==> src/rtl/i2s_adc_rx.sv <==
`timescale 1ns/1ps
// I2S ADC receiver: clock master toward the ADC, deserializes stereo samples into a FIFO read over iomem.
// Latency: pin -> shift register 2 sync cycles + sample point; frame reaches FIFO 1 cycle after last right bit.
// Backpressure: none toward the ADC; a frame arriving at a full FIFO (no same-cycle pop) is dropped and sets sticky overflow.
//
// Ports: clk/resetn (sync, active-low); ad_mclk/ad_sclk/ad_lrck/ad_sdout to the ADC;
//        iomem_* single-cycle-ack bus responder at page ADDR_HI; irq while FIFO is at least half full.
module i2s_adc_rx #(
  parameter logic [7:0] ADDR_HI     = 8'h06,
  parameter int         SAMPLE_BITS = 24,
  parameter int         FIFO_DEPTH  = 16
) (
  input  logic        clk,
  input  logic        resetn,
  output logic        ad_mclk,
  output logic        ad_lrck,
  output logic        ad_sclk,
  input  logic        ad_sdout,
  input  logic        iomem_valid,
  output logic        iomem_ready,
  input  logic [3:0]  iomem_wstrb,
  input  logic [31:0] iomem_addr,
  input  logic [31:0] iomem_wdata,
  output logic [31:0] iomem_rdata,
  output logic        irq
);

  localparam int         PTR_W     = $clog2(FIFO_DEPTH);
  localparam int         LVL_W     = PTR_W + 1;
  localparam int         FRAME_W   = 2 * SAMPLE_BITS;
  localparam logic [4:0] LAST_SLOT = 5'(SAMPLE_BITS);

  // control / status
  logic enable;
  logic overflow;

  // clock divider and capture path
  logic [8:0]             div_cnt;
  logic                   sdout_meta;
  logic                   sdout_sync;
  logic [SAMPLE_BITS-1:0] shift_reg;
  logic [SAMPLE_BITS-1:0] left_hold;

  // frame FIFO
  logic [FRAME_W-1:0] fifo_mem [FIFO_DEPTH];
  logic [PTR_W-1:0]   wr_ptr;
  logic [PTR_W-1:0]   rd_ptr;
  logic [LVL_W-1:0]   level;

  // ---------------------------------------------------------------------------
  // Bus decode. An access is acknowledged on the edge where iomem_ready rises;
  // every side effect is tied to that single edge.
  // ---------------------------------------------------------------------------
  logic       bus_hit;
  logic       bus_rd;
  logic       bus_wr;
  logic [1:0] reg_sel;
  logic       ctrl_wr;
  logic       enable_nxt;
  logic       run;

  assign bus_hit    = iomem_valid && !iomem_ready && (iomem_addr[31:24] == ADDR_HI);
  assign bus_rd     = bus_hit && (iomem_wstrb == 4'b0000);
  assign bus_wr     = bus_hit && (iomem_wstrb != 4'b0000);
  assign reg_sel    = iomem_addr[3:2];
  assign ctrl_wr    = bus_wr && (reg_sel == 2'd0) && iomem_wstrb[0];
  assign enable_nxt = ctrl_wr ? iomem_wdata[0] : enable;

  // Looking at enable_nxt makes a disable zero the divider on the write edge
  // itself, so the ADC clocks are low from the very next cycle; an enable
  // write leaves div_cnt at 0 for one more cycle so the frame starts at slot 0.
  assign run = enable && enable_nxt;

  // ---------------------------------------------------------------------------
  // Slot timing. Bit k of a sample sits in slot k+1 (one-slot I2S delay) and
  // is sampled at div_cnt[2:0] == 6, well after the synchronizer has settled on
  // the value the ADC launched at the SCLK falling edge.
  // ---------------------------------------------------------------------------
  logic [4:0] slot;
  logic       sample_pt;
  logic       chan_done;
  logic       left_done;
  logic       frame_done;

  assign slot       = div_cnt[7:3];
  assign sample_pt  = run && (div_cnt[2:0] == 3'd6) && (slot != 5'd0) && (slot <= LAST_SLOT);
  assign chan_done  = run && (div_cnt[2:0] == 3'd7) && (slot == LAST_SLOT);
  assign left_done  = chan_done && !div_cnt[8];
  assign frame_done = chan_done && div_cnt[8];

  // ---------------------------------------------------------------------------
  // FIFO control
  // ---------------------------------------------------------------------------
  logic               fifo_empty;
  logic               fifo_full;
  logic               do_pop;
  logic               do_push;
  logic               drop;
  logic [FRAME_W-1:0] head;
  logic [SAMPLE_BITS-1:0] head_left;
  logic [SAMPLE_BITS-1:0] head_right;

  assign fifo_empty = (level == '0);
  assign fifo_full  = (level == LVL_W'(FIFO_DEPTH));
  assign do_pop     = bus_rd && (reg_sel == 2'd2) && !fifo_empty;
  // At full a same-cycle pop frees the slot being written, so the push lands.
  assign do_push    = frame_done && (!fifo_full || do_pop);
  assign drop       = frame_done && fifo_full && !do_pop;

  assign head       = fifo_mem[rd_ptr];
  assign head_left  = head[FRAME_W-1:SAMPLE_BITS];
  assign head_right = head[SAMPLE_BITS-1:0];

  // ---------------------------------------------------------------------------
  // Read mux
  // ---------------------------------------------------------------------------
  logic [31:0] rd_val;

  always_comb begin
    rd_val = '0;
    case (reg_sel)
      2'd0: begin
        rd_val[0]    = enable;
        rd_val[1]    = overflow;
        rd_val[13:8] = 6'(level);
        rd_val[16]   = fifo_empty;
      end
      2'd1: if (!fifo_empty) rd_val = {{(32-SAMPLE_BITS){head_left[SAMPLE_BITS-1]}}, head_left};
      2'd2: if (!fifo_empty) rd_val = {{(32-SAMPLE_BITS){head_right[SAMPLE_BITS-1]}}, head_right};
      default: rd_val = '0;
    endcase
  end

  // ---------------------------------------------------------------------------
  // Sequential logic
  // ---------------------------------------------------------------------------
  always_ff @(posedge clk) begin
    if (!resetn) begin
      iomem_ready <= 1'b0;
      iomem_rdata <= '0;
      enable      <= 1'b0;
      overflow    <= 1'b0;
    end else begin
      iomem_ready <= bus_hit;
      if (bus_rd) iomem_rdata <= rd_val;
      enable <= enable_nxt;
      // A drop in the same cycle as a clear wins: that frame really was lost.
      if (drop) overflow <= 1'b1;
      else if (ctrl_wr && iomem_wdata[1]) overflow <= 1'b0;
    end
  end

  always_ff @(posedge clk) begin
    if (!resetn) begin
      div_cnt    <= '0;
      sdout_meta <= 1'b0;
      sdout_sync <= 1'b0;
      shift_reg  <= '0;
      left_hold  <= '0;
    end else begin
      sdout_meta <= ad_sdout;
      sdout_sync <= sdout_meta;
      if (run) begin
        div_cnt <= div_cnt + 9'd1;
        if (sample_pt) shift_reg <= {shift_reg[SAMPLE_BITS-2:0], sdout_sync};
        if (left_done) left_hold <= shift_reg;
      end else begin
        // Stopping discards any half-received frame.
        div_cnt   <= '0;
        shift_reg <= '0;
        left_hold <= '0;
      end
    end
  end

  always_ff @(posedge clk) begin
    if (!resetn) begin
      wr_ptr <= '0;
      rd_ptr <= '0;
      level  <= '0;
      irq    <= 1'b0;
    end else begin
      if (do_push) wr_ptr <= wr_ptr + PTR_W'(1);
      if (do_pop)  rd_ptr <= rd_ptr + PTR_W'(1);
      case ({do_push, do_pop})
        2'b10:   level <= level + LVL_W'(1);
        2'b01:   level <= level - LVL_W'(1);
        default: level <= level;
      endcase
      irq <= (level >= LVL_W'(FIFO_DEPTH / 2));
    end
  end

  // Storage needs no reset: entries are only visible through level.
  always_ff @(posedge clk) begin
    if (do_push) fifo_mem[wr_ptr] <= {left_hold, shift_reg};
  end

  // Clock outputs come straight from divider register bits.
  assign ad_mclk = div_cnt[0];
  assign ad_sclk = div_cnt[2];
  assign ad_lrck = div_cnt[8];

  // Address and data bits outside the decoded fields.
  logic unused_bus_bits;
  assign unused_bus_bits = ^{iomem_addr[23:4], iomem_addr[1:0], iomem_wdata[31:2]};

endmodule

==> config.mk <==
export PLATFORM = sky130hd
export DESIGN_NAME = i2s_adc_rx
export DESIGN_NICKNAME = d
export VERILOG_FILES = /design/src/rtl/i2s_adc_rx.sv
export SDC_FILE = /design/constraint.sdc
export NUM_CORES = 1
export LEC_CHECK = 0
export ABC_CLOCK_PERIOD_IN_PS = 9500
export CAP_MARGIN = 10
export CORE_ASPECT_RATIO = 0.75
export CORE_MARGIN = 1
export CORE_UTILIZATION = 50
export DETAILED_ROUTE_END_ITERATION = 6
export PLACE_DENSITY = 0.67
export SLEW_MARGIN = 20
export SYNTH_ARGS = -nofsm -noshare
export SYNTH_HDL_FRONTEND = slang
export SYNTH_SLANG_ARGS = --single-unit
export TNS_END_PERCENT = 30
==> constraint.sdc <==
create_clock -name clk -period 9.5 [get_ports clk]
set_clock_uncertainty 0.1 [all_clocks]
set_input_delay 1.9 -clock clk [delete_from_list [all_inputs] [get_ports clk]]
set_output_delay 1.9 -clock clk [all_outputs]
set_load 0.1 [all_outputs]
# Word-level counts from Yosys, hierarchy flattened
# Memories as Yosys holds them, arrays and structs flattened. A register that Yosys moved wholly into a read port is not among the register bits.
# Cells that the tools add are included.
dict set report word_totals {
  ff_bits 108
  mem_bits_rw 768
  input_bits 72
  out_inout_bits 37
  word_cells 80
  n_memories 1
}
# name words word_bits read_ports rd_ports_with_merged_regs write_ports line_no
set mem_list {}
lappend mem_list {fifo_mem 16 48 1 1 1 45} ;# logic [FRAME_W-1:0] fifo_mem [FIFO_DEPTH];
dict set report op_classes {
  n_addsub 5
  magnitude_cmp 2
  eq_ne 9
  muxes 16
  n_reduce_logical 34
}
# cell count
set op_table {}
lappend op_table {{$mux W32} 2}
lappend op_table {{$pmux W15 S2} 1}
lappend op_table {{$logic_and A1 B1 Y1} 20}
lappend op_table {{$pmux W6 S3} 1}
lappend op_table {{$pmux W6 S2} 1}
lappend op_table {{$eq A5 B5 Y1 const B} 2}
lappend op_table {{$pmux W5 S2} 1}
lappend op_table {{$add A9 B1 Y9 const B} 1}
lappend op_table {{$add A4 B1 Y4 const B} 2}
lappend op_table {{$eq A8 B3 Y1 const B} 1}
lappend op_table {{$mux W4} 2}
lappend op_table {{$eq A3 B3 Y1 const B} 2}
lappend op_table {{$pmux W2 S3} 1}
lappend op_table {{$add A5 B1 Y5 const B} 1}
lappend op_table {{$ge A5 B4 Y1 const B} 1}
lappend op_table {{$le A5 B5 Y1 const B} 1}
lappend op_table {{$logic_not A1 Y1} 5}
lappend op_table {{$logic_not A5 Y1} 1}
lappend op_table {{$mux W1} 5}
lappend op_table {{$reduce_bool A5 Y1} 1}
lappend op_table {{$sub A5 B1 Y5 const B} 1}
lappend op_table {{$eq A2 B1 Y1 const B} 2}
lappend op_table {{$eq A2 B2 Y1 const B} 2}
lappend op_table {{$logic_not A4 Y1} 1}
lappend op_table {{7 further kinds} 8}

# Depth between registers and ports, before layout
# Gate-level depths: netlist of the first run.
dict set report depth {
  word_depth 14
  ltp_mapped 11
  ltp_nobuf 11
}

# Worst setup path after synthesis of the first run
# Ideal clock, no wire load.
dict set report synth_path {
  path_type {input port to flip-flop}
  startpoint {input port iomem_addr[2]}
  endpoint {memory fifo_mem[3][0] (netlist name), enable pin}
  setup_ns 0.573
  arrival_ns 7.528
  t_required_ns 8.827
  path_slack_ns 1.299
  stages 8
  n_path_buf 1
  path_cell_list {inv_1 > ha_1 > clkbuf_1 > nor3b_1 > nand4_1 > nand2_1 > nand2_2 > nor4_1}
}
dict set report synth_via {
  elab_chain_len 11
  word_cells_on_any_way 15
  classes_between {1 x eq/ne; 3 x mux; 11 x reduce/logical}
}
# element line_no
set synth_rtl {}
lappend synth_rtl {{start, declared} 22} ;# input logic [31:0] iomem_addr,
lappend synth_rtl {{$logic_not A2 Y1} 66} ;# assign ctrl_wr = bus_wr && (reg_sel == 2'd0) && iomem_wstrb[0];
lappend synth_rtl {{$logic_and A1 B1 Y1 (2 in series)} 66}
lappend synth_rtl {{$mux W1} 67} ;# assign enable_nxt = ctrl_wr ? iomem_wdata[0] : enable;
lappend synth_rtl {{$logic_and A1 B1 Y1} 72} ;# assign run = enable && enable_nxt;
lappend synth_rtl {{$logic_and A1 B1 Y1 (2 in series)} 87} ;# assign chan_done = run && (div_cnt[2:0] == 3'd7) && (slot == LAST_SLOT);
lappend synth_rtl {{$logic_and A1 B1 Y1} 89} ;# assign frame_done = chan_done && div_cnt[8];
lappend synth_rtl {{$logic_and A1 B1 Y1 *} 107} ;# assign do_push = frame_done && (!fifo_full || do_pop);
lappend synth_rtl {{$mux W1 *} 196} ;# if (do_push) fifo_mem[wr_ptr] <= {left_hold, shift_reg};
lappend synth_rtl {{$mux W1 (not written as such) *} 196}
lappend synth_rtl {{end, declared} 45}
# Every way passes the cells marked *; elsewhere a longest branch is shown, timed or not.

# Final worst setup path of the first run
dict set report layout_path {
  startpoint {input port iomem_addr[2]}
  endpoint {memory fifo_mem[14][18] (netlist name), enable pin}
}
# Same word-level chain as after synthesis.

==> results.json, run 1 <==
{
  "outcome": "finished with violations",
  "violations": "design-rule violations",
  "areaGrowthSynthToFinish_pct": 12.11,
  "die_area_um2": 68200,
  "count_of_input_and_output_buffers": 56,
  "synth_cell_type_count": 55,
  "largest_net_degree_at_the_start_of_global_routing": 101,
  "final_hold_violation_count": 0,
  "dr.max_layer_used": "met5",
  "pin_count": 109,
  "power.internal_mw": 5.977,
  "drt.antenna.violating_nets": 0,
  "clock_tree.root_cell": "sky130_fd_sc_hd__clkbuf_16",
  "grt_antenna_before_repair": 3,
  "number_of_flip_flops_under_the_largest_register_name": 768,
  "final.setup.tns_ps": 0,
  "drive_above_1_share": 0.2374,
  "synth_enable_flop_cells": 768,
  "route.vias.total": 16080,
  "detail_route.drc_violations": 22,
  "avgViaCountPerCell": 6.098,
  "post_synth.cell_area_avg_um2": 20.62,
  "fp-row-count": 81,
  "fillerInstances": 4805,
  "htree_levels": 3,
  "dr_wl_met2_um": 34140,
  "period_minus_slack_ps": 5548,
  "arrival_ps": 5700,
  "coreArea_um2": 65770,
  "postCtsHoldBufs": 0,
  "synth_area_leaders": "sky130_fd_sc_hd__edfxtp_1, sky130_fd_sc_hd__mux4_2, sky130_fd_sc_hd__dfxtp_1, sky130_fd_sc_hd__mux2i_1, sky130_fd_sc_hd__nand2_1",
  "flip_flop_and_latch_count_after_synthesis": 872,
  "yosysWarnings": 0,
  "routed_wire_length_per_instance_um": 27.84,
  "net-switching-power_mw": 1.384,
  "worst_slew_pin_slew_ps": 1132,
  "unrepaired_setup_endpoints_after_global_routing": "no",
  "syn-cell-area_um2": 33570,
  "first_pass_grt_wire_length_um": 108900,
  "clock_sink_count": 872,
  "clock_tree.buffer_depth": 3,
  "met1Wirelength_um": 32410,
  "ir_worst_vdd_mv": 0.1503,
  "share_clk_of_total_power": 0.440,
  "max_fo_critical_path": 27,
  "fmaxAchievable_mhz": 180.3,
  "power.static_leakage_nw": 13.64,
  "predominant_post_synthesis_flop_cell": "sky130_fd_sc_hd__edfxtp_1",
  "met3RoutedLength_um": 5407,
  "grt_overflow": 0,
  "drt_wl_total_um": 73390,
  "power.combinational.fraction": 0.003,
  "floorplan.initialDensity": 0.5104,
  "switching_share": 0.1880,
  "synth_top_area_share": 0.6869,
  "synth.largest_area_cell": "sky130_fd_sc_hd__edfxtp_1",
  "diodes": 0,
  "cp-start-kind": "primary input",
  "clk-insertion-delay-late_ps": 630,
  "synthCells": 1628,
  "largest_register": "fifo_mem",
  "cts_setup_buffers": 0,
  "finalCritPeriodShare": 0.5839,
  "dp_hpwl_um": 34720,
  "hold_ws_ps": 340.8,
  "drt-initial-drc-count": 1746,
  "synth_fp_nets": 1714,
  "die_y_um": 226.4,
  "grt_use_total": 0.2230,
  "p_per_area_nw_per_um2": 195.6,
  "final_net_count": 1788,
  "finalWeightedCongestion": 0.7766,
  "setup.worst_path.end_class": "flip-flop",
  "yosysSeqAreaShare": 0.7489,
  "first_global_vias": 16270,
  "p_seq_frac": 0.557,
  "asyncSetResetFlopFracSynth": 0,
  "crit_required_ps": 9660,
  "slew-limit-headroom": 0.2453,
  "timing.hold.worst.class": "flip-flop to flip-flop",
  "cts_inserted_buffers": 80,
  "worst_setup_hold_path_clk_slew_ps": 60,
  "reg2reg_setup_slack_ps": 5030,
  "max-cap-violations": 0,
  "ys_top_cells_by_count": "sky130_fd_sc_hd__edfxtp_1, sky130_fd_sc_hd__mux4_2, sky130_fd_sc_hd__dfxtp_1",
  "die-width_um": 301.2,
  "report.final.setup_viol": 0,
  "final_max_slew_viol_count": 0,
  "yosysMostFrequentCell": "sky130_fd_sc_hd__edfxtp_1",
  "drt_pre_antenna_iters": 7,
  "clock_tree_from_tritoncts": "done",
  "timing_worst_setup_path_type": "primary input to flip-flop",
  "postCtsResizedCells": 0
}
[path summary, 6_finish.rpt]
check	endpoint	start	cells after the start
hold / removal	sdout_sync$_SDFF_PN0_	sdout_meta$_SDFF_PN0_	1
hold reg to reg	sdout_sync$_SDFF_PN0_	sdout_meta$_SDFF_PN0_	1
setup / recovery	fifo_mem[14][18]$_DFFE_PP_	iomem_addr[2]	10
setup reg to reg	fifo_mem[14][18]$_DFFE_PP_	div_cnt[0]$_SDFF_PN0_	9
[area by class of cell]
| type | count | area, um^2 | area share |
|---|---|---|---|
| Multi-Input combinational cell | 621 | 7777 | 0.2066 |
| Clock inverter | 26 | 274.0 | 0.007280 |
| Tap cell | 871 | 1090 | 0.02895 |
| Clock buffer | 119 | 2365 | 0.06283 |
| Sequential cell | 872 | 25160 | 0.6684 |
| Timing Repair Buffer | 83 | 808.3 | 0.02147 |
| Inverter | 44 | 165.2 | 0.004388 |
[per-stage QoR]
step / utilization / power [mW] / setup slack, ps / instances / area [um^2]
finish: 0.5722 / 7.361 / 3952 / 2636 / 37640
global route: 0.5722 / 7.564 / 3816 / 2636 / 37640
CTS: 0.5718 / 7.410 / 4014 / 2635 / 37610
detailed placement: 0.5317 / 4.208 / 3362 / 2490 / 34970
global placement: 0.5317 / 4.208 / 3388 / 2490 / 34970
floorplan: - / 4.196 / 1299 / 1628 / 33570
[layer usage]
| metal | GRT usage | up-vias |
|---|---|---|
| met5 | 0 | - |
| met4 | 0.05420 | 2 |
| met3 | 0.04187 | 115 |
| met2 | 0.3406 | 596 |
| met1 | 0.3341 | 8609 |
| li1 | - | 6753 |
[cell families (layout without fill, tap and decap cells)]
kind of cell | after synthesis | in the layout | share of synthesized area
fa+ha+maj | 14 | 14 | 0.005218
compound gates | 98 | 98 | 0.01871
simple gates | 223 | 223 | 0.03365
flops | 872 | 872 | 0.7489
buf+inv | 135 | 272 | 0.02188
mux | 271 | 271 | 0.1677
xor+xnor | 15 | 15 | 0.003913
[cell usage in the layout (no fill, tap or decap), types with 3 or more instances in the layout]
cell / count
sky130_fd_sc_hd__a211o_1: 5
sky130_fd_sc_hd__and2_1: 13
sky130_fd_sc_hd__or3_1: 3
sky130_fd_sc_hd__clkbuf_16: 85
sky130_fd_sc_hd__o21ai_1: 3
sky130_fd_sc_hd__xnor2_1: 4
sky130_fd_sc_hd__nor2b_1: 5
sky130_fd_sc_hd__nand3_1: 19
sky130_fd_sc_hd__mux2i_1: 36
sky130_fd_sc_hd__dfxtp_4: 4
sky130_fd_sc_hd__a31oi_1: 4
sky130_fd_sc_hd__inv_6: 3
sky130_fd_sc_hd__clkinv_2: 10
sky130_fd_sc_hd__dfxtp_1: 100
sky130_fd_sc_hd__bufinv_16: 5
sky130_fd_sc_hd__nor2_1: 59
sky130_fd_sc_hd__clkbuf_1: 23
sky130_fd_sc_hd__clkinv_1: 34
sky130_fd_sc_hd__and2_4: 8
sky130_fd_sc_hd__o21ai_0: 8
sky130_fd_sc_hd__a211oi_1: 6
sky130_fd_sc_hd__clkdlybuf4s50_1: 56
sky130_fd_sc_hd__xor2_1: 11
sky130_fd_sc_hd__mux4_2: 233
sky130_fd_sc_hd__nand2_1: 74
sky130_fd_sc_hd__buf_4: 24
sky130_fd_sc_hd__clkbuf_8: 11
sky130_fd_sc_hd__nor4_2: 4
sky130_fd_sc_hd__a21o_1: 17
sky130_fd_sc_hd__a32oi_1: 3
sky130_fd_sc_hd__nand4_1: 9
sky130_fd_sc_hd__nor2_4: 5
sky130_fd_sc_hd__nor3b_1: 3
sky130_fd_sc_hd__edfxtp_1: 768
sky130_fd_sc_hd__ha_1: 14
sky130_fd_sc_hd__inv_1: 13
sky130_fd_sc_hd__a21oi_1: 31
sky130_fd_sc_hd__o22ai_1: 16
[power groups by stage]
stage | clock network [mW] | registers, mW | logic, mW
2_1_floorplan | 0 | 4.19 | 0.00855
3_3_place_gp | 0 | 4.19 | 0.0215
3_5_place_dp | 0 | 4.19 | 0.0217
4_1_cts | 3.29 | 4.10 | 0.0219
5_1_grt | 3.44 | 4.10 | 0.0236
6_report | 3.24 | 4.10 | 0.0217
[critical path: stages]
cell,delay [ps]
sky130_fd_sc_hd__clkdlybuf4s50_1,450
sky130_fd_sc_hd__inv_1,100
sky130_fd_sc_hd__ha_1,430
sky130_fd_sc_hd__nor3b_1,250
sky130_fd_sc_hd__nand4_1,200
sky130_fd_sc_hd__nand2_1,220
sky130_fd_sc_hd__and2_1,220
sky130_fd_sc_hd__nand3_1,330
sky130_fd_sc_hd__nor2_4,940
sky130_fd_sc_hd__buf_4,630
No activity file was read; power rests on OpenSTA's default activity.
==> run 2: changes to the inputs <==
--- a/config.mk
+++ b/config.mk
@@ -5,13 +5,13 @@
 export SDC_FILE = /design/constraint.sdc
 export NUM_CORES = 1
 export LEC_CHECK = 0
-export ABC_CLOCK_PERIOD_IN_PS = 9500
+export ABC_CLOCK_PERIOD_IN_PS = 4800
 export CAP_MARGIN = 10
 export CORE_ASPECT_RATIO = 0.75
 export CORE_MARGIN = 1
 export CORE_UTILIZATION = 50
 export DETAILED_ROUTE_END_ITERATION = 6
-export PLACE_DENSITY = 0.67
+export PLACE_DENSITY = 0.7
 export SLEW_MARGIN = 20
 export SYNTH_ARGS = -nofsm -noshare
 export SYNTH_HDL_FRONTEND = slang
==> constraint.sdc (replaced) <==
create_clock -name clk -period 4.8 [get_ports clk]
set_clock_uncertainty 0.1 [all_clocks]
set_input_delay 0.96 -clock clk [delete_from_list [all_inputs] [get_ports clk]]
set_output_delay 0.96 -clock clk [all_outputs]
set_load 0.1 [all_outputs]
==> results.json, run 2 (synthesis results as in run 1) <==
{
  "coreArea_um2": 65770,
  "grt_antenna_before_repair": 0,
  "total_power_mw": 14.75,
  "drive_above_1_share": 0.2524,
  "grt_overflow": 0,
  "die-width_um": 301.2,
  "avgViaCountPerCell": 6.003,
  "p_per_area_nw_per_um2": 384.8,
  "largest_net_degree_at_the_start_of_global_routing": 58,
  "pin_count": 109,
  "die_y_um": 226.4,
  "final_max_slew_viol_count": 0,
  "routed_wire_length_per_instance_um": 26.66,
  "clock_tree.buffer_depth": 3,
  "min_delay_path_depth": 1,
  "reg2reg_depth": 9,
  "rr_endpoint": "fifo_mem[4][35]$_DFFE_PP_",
  "grt_use_total": 0.2170,
  "power.static_leakage_nw": 13.94,
  "multi_input_area_um2": 7811,
  "timing.hold.worst.class": "flip-flop to flip-flop",
  "setup.worst_path.end_class": "flip-flop",
  "diodes": 0,
  "route.vias.total": 16050,
  "placed_cell_area_um2": 35600,
  "number_of_flip_flops_under_the_largest_register_name": 768,
  "worst_setup_hold_path_clk_slew_ps": 60,
  "largest_register": "fifo_mem",
  "timing_worst_setup_path_type": "primary input to flip-flop",
  "drt_wl_total_um": 71280,
  "max-cap-violations": 0,
  "max_fo_critical_path": 18,
  "clock_tree_from_tritoncts": "done",
  "finalCritPeriodShare": 0.7740,
  "min-delay-start": "iomem_rdata[3]$_SDFFE_PN0N_",
  "detail_route.drc_violations": 18,
  "crit_required_ps": 5020,
  "worst_slew_pin_slew_ps": 1139,
  "die_area_um2": 68200,
  "fp-row-count": 81,
  "cts_inserted_buffers": 81,
  "fmaxAchievable_mhz": 269.2,
  "post-route-cell-area_um2": 38340,
  "placement.setup.worst_slack_ps": 474.5,
  "dp_hpwl_um": 39540,
  "cp-start-kind": "primary input",
  "arrival_ps": 3930,
  "clk-insertion-delay-late_ps": 640,
  "report.final.setup_viol": 0,
  "finalWeightedCongestion": 0.7720,
  "outcome": "finished with violations",
  "areaGrowthSynthToFinish_pct": 14.21,
  "mostFrequentLayoutCell": "sky130_fd_sc_hd__edfxtp_1",
  "clock_sink_count": 872,
  "reg2reg_setup_slack_ps": 1290,
  "min_to": "iomem_rdata[3]$_SDFFE_PN0N_",
  "final.setup.tns_ps": 0,
  "area_taken_by_flip_flops_and_latches_um2": 25160,
  "mostFrequentLayoutCells": "sky130_fd_sc_hd__edfxtp_1, sky130_fd_sc_hd__mux4_2, sky130_fd_sc_hd__dfxtp_1",
  "final_hold_violation_count": 0,
  "r2r_startpoint": "div_cnt[0]$_SDFF_PN0_",
  "fillerInstances": 4710,
  "period_minus_slack_ps": 3715,
  "drt_pre_antenna_iters": 7,
  "drt-initial-drc-count": 1669,
  "first_pass_grt_wire_length_um": 107100,
  "slew-limit-headroom": 0.2404,
  "ir_worst_vdd_mv": 0.3273,
  "drt.antenna.violating_nets": 0,
  "final_net_count": 1820,
  "htree_levels": 3,
  "cts_setup_buffers": 0,
  "postCtsHoldBufs": 0,
  "hold_ws_ps": 354.0,
  "violations": "design-rule violations",
  "final_critical_path_setup_slack_ps": 1085,
  "floorplan.initialDensity": 0.5104,
  "unrepaired_setup_endpoints_after_global_routing": "no",
  "count_of_input_and_output_buffers": 56,
  "postCtsResizedCells": 0,
  "clock_tree.root_cell": "sky130_fd_sc_hd__clkbuf_16",
  "first_global_vias": 16140
}
[run 2: cell types whose count changed in the layout (fill, tap and decap cells not counted), sizes merged]
cell / before / now
inv: 17 / 18
bufinv: 5 / 10
buf: 27 / 58
clkbuf: 119 / 106
clkinv: 46 / 60
[run 2: area by class of cell]
cell class | instances | share of cell area
clock buffers | 106 | 0.05808
clock inverters | 46 | 0.01354
inverters | 44 | 0.004307
multi-input cells | 621 | 0.2037
flip-flops and latches | 872 | 0.6562
well taps | 871 | 0.02842
repair buffers | 114 | 0.03576
[run 2: worst max path at each step]
stage,startpoint,to,slack [ps],depth (start not counted)
2_1_floorplan,div_cnt[0]$_SDFF_PN0_,fifo_mem[0][0]$_DFFE_PP_,-680,8
3_3_place_gp,iomem_addr[2],fifo_mem[5][0]$_DFFE_PP_,570,10
3_5_place_dp,iomem_addr[2],fifo_mem[5][43]$_DFFE_PP_,470,10
4_1_cts,iomem_addr[2],fifo_mem[5][11]$_DFFE_PP_,1130,10
5_1_grt,iomem_addr[2],fifo_mem[5][45]$_DFFE_PP_,950,10
6_report,iomem_addr[2],fifo_mem[4][35]$_DFFE_PP_,1080,10
[run 2: power by group]
group	internal, mW	switching (mW)
logic	0.0202	0.0237
clock network	3.84	2.75
registers	8.12	0.000307
[run 2: per-layer routing]
| layer | routed length, um | up-vias | part of all wire | global-route usage |
|---|---|---|---|---|
| met5 | 0 | - | 0 | 0 |
| met1 | 32120 | 8554 | 0.45 | 0.3324 |
| li1 | - | 6814 | - | - |
| met3 | 5260 | 94 | 0.074 | 0.04312 |
| met4 | 1182 | 0 | 0.017 | 0.04650 |
| met2 | 32720 | 589 | 0.46 | 0.3247 |
[run 2: worst max-delay path, cell delays in order]
cell and delay, ps:
sky130_fd_sc_hd__clkdlybuf4s50_1 520, sky130_fd_sc_hd__inv_1 80, sky130_fd_sc_hd__ha_1 240, sky130_fd_sc_hd__and3b_1 190
sky130_fd_sc_hd__nand4_1 150, sky130_fd_sc_hd__and2_1 360, sky130_fd_sc_hd__nand2_2 270, sky130_fd_sc_hd__nor3b_2 360
sky130_fd_sc_hd__and2_4 480, sky130_fd_sc_hd__buf_12 270
[run 2: metrics by stage]
step                      utilization  std cells
after floorplan                     -       1628
after detailed placement       0.5412       2522
after CTS                      0.5829       2674
final                          0.5829       2674
after global placement         0.5412       2522
after global routing           0.5829       2674
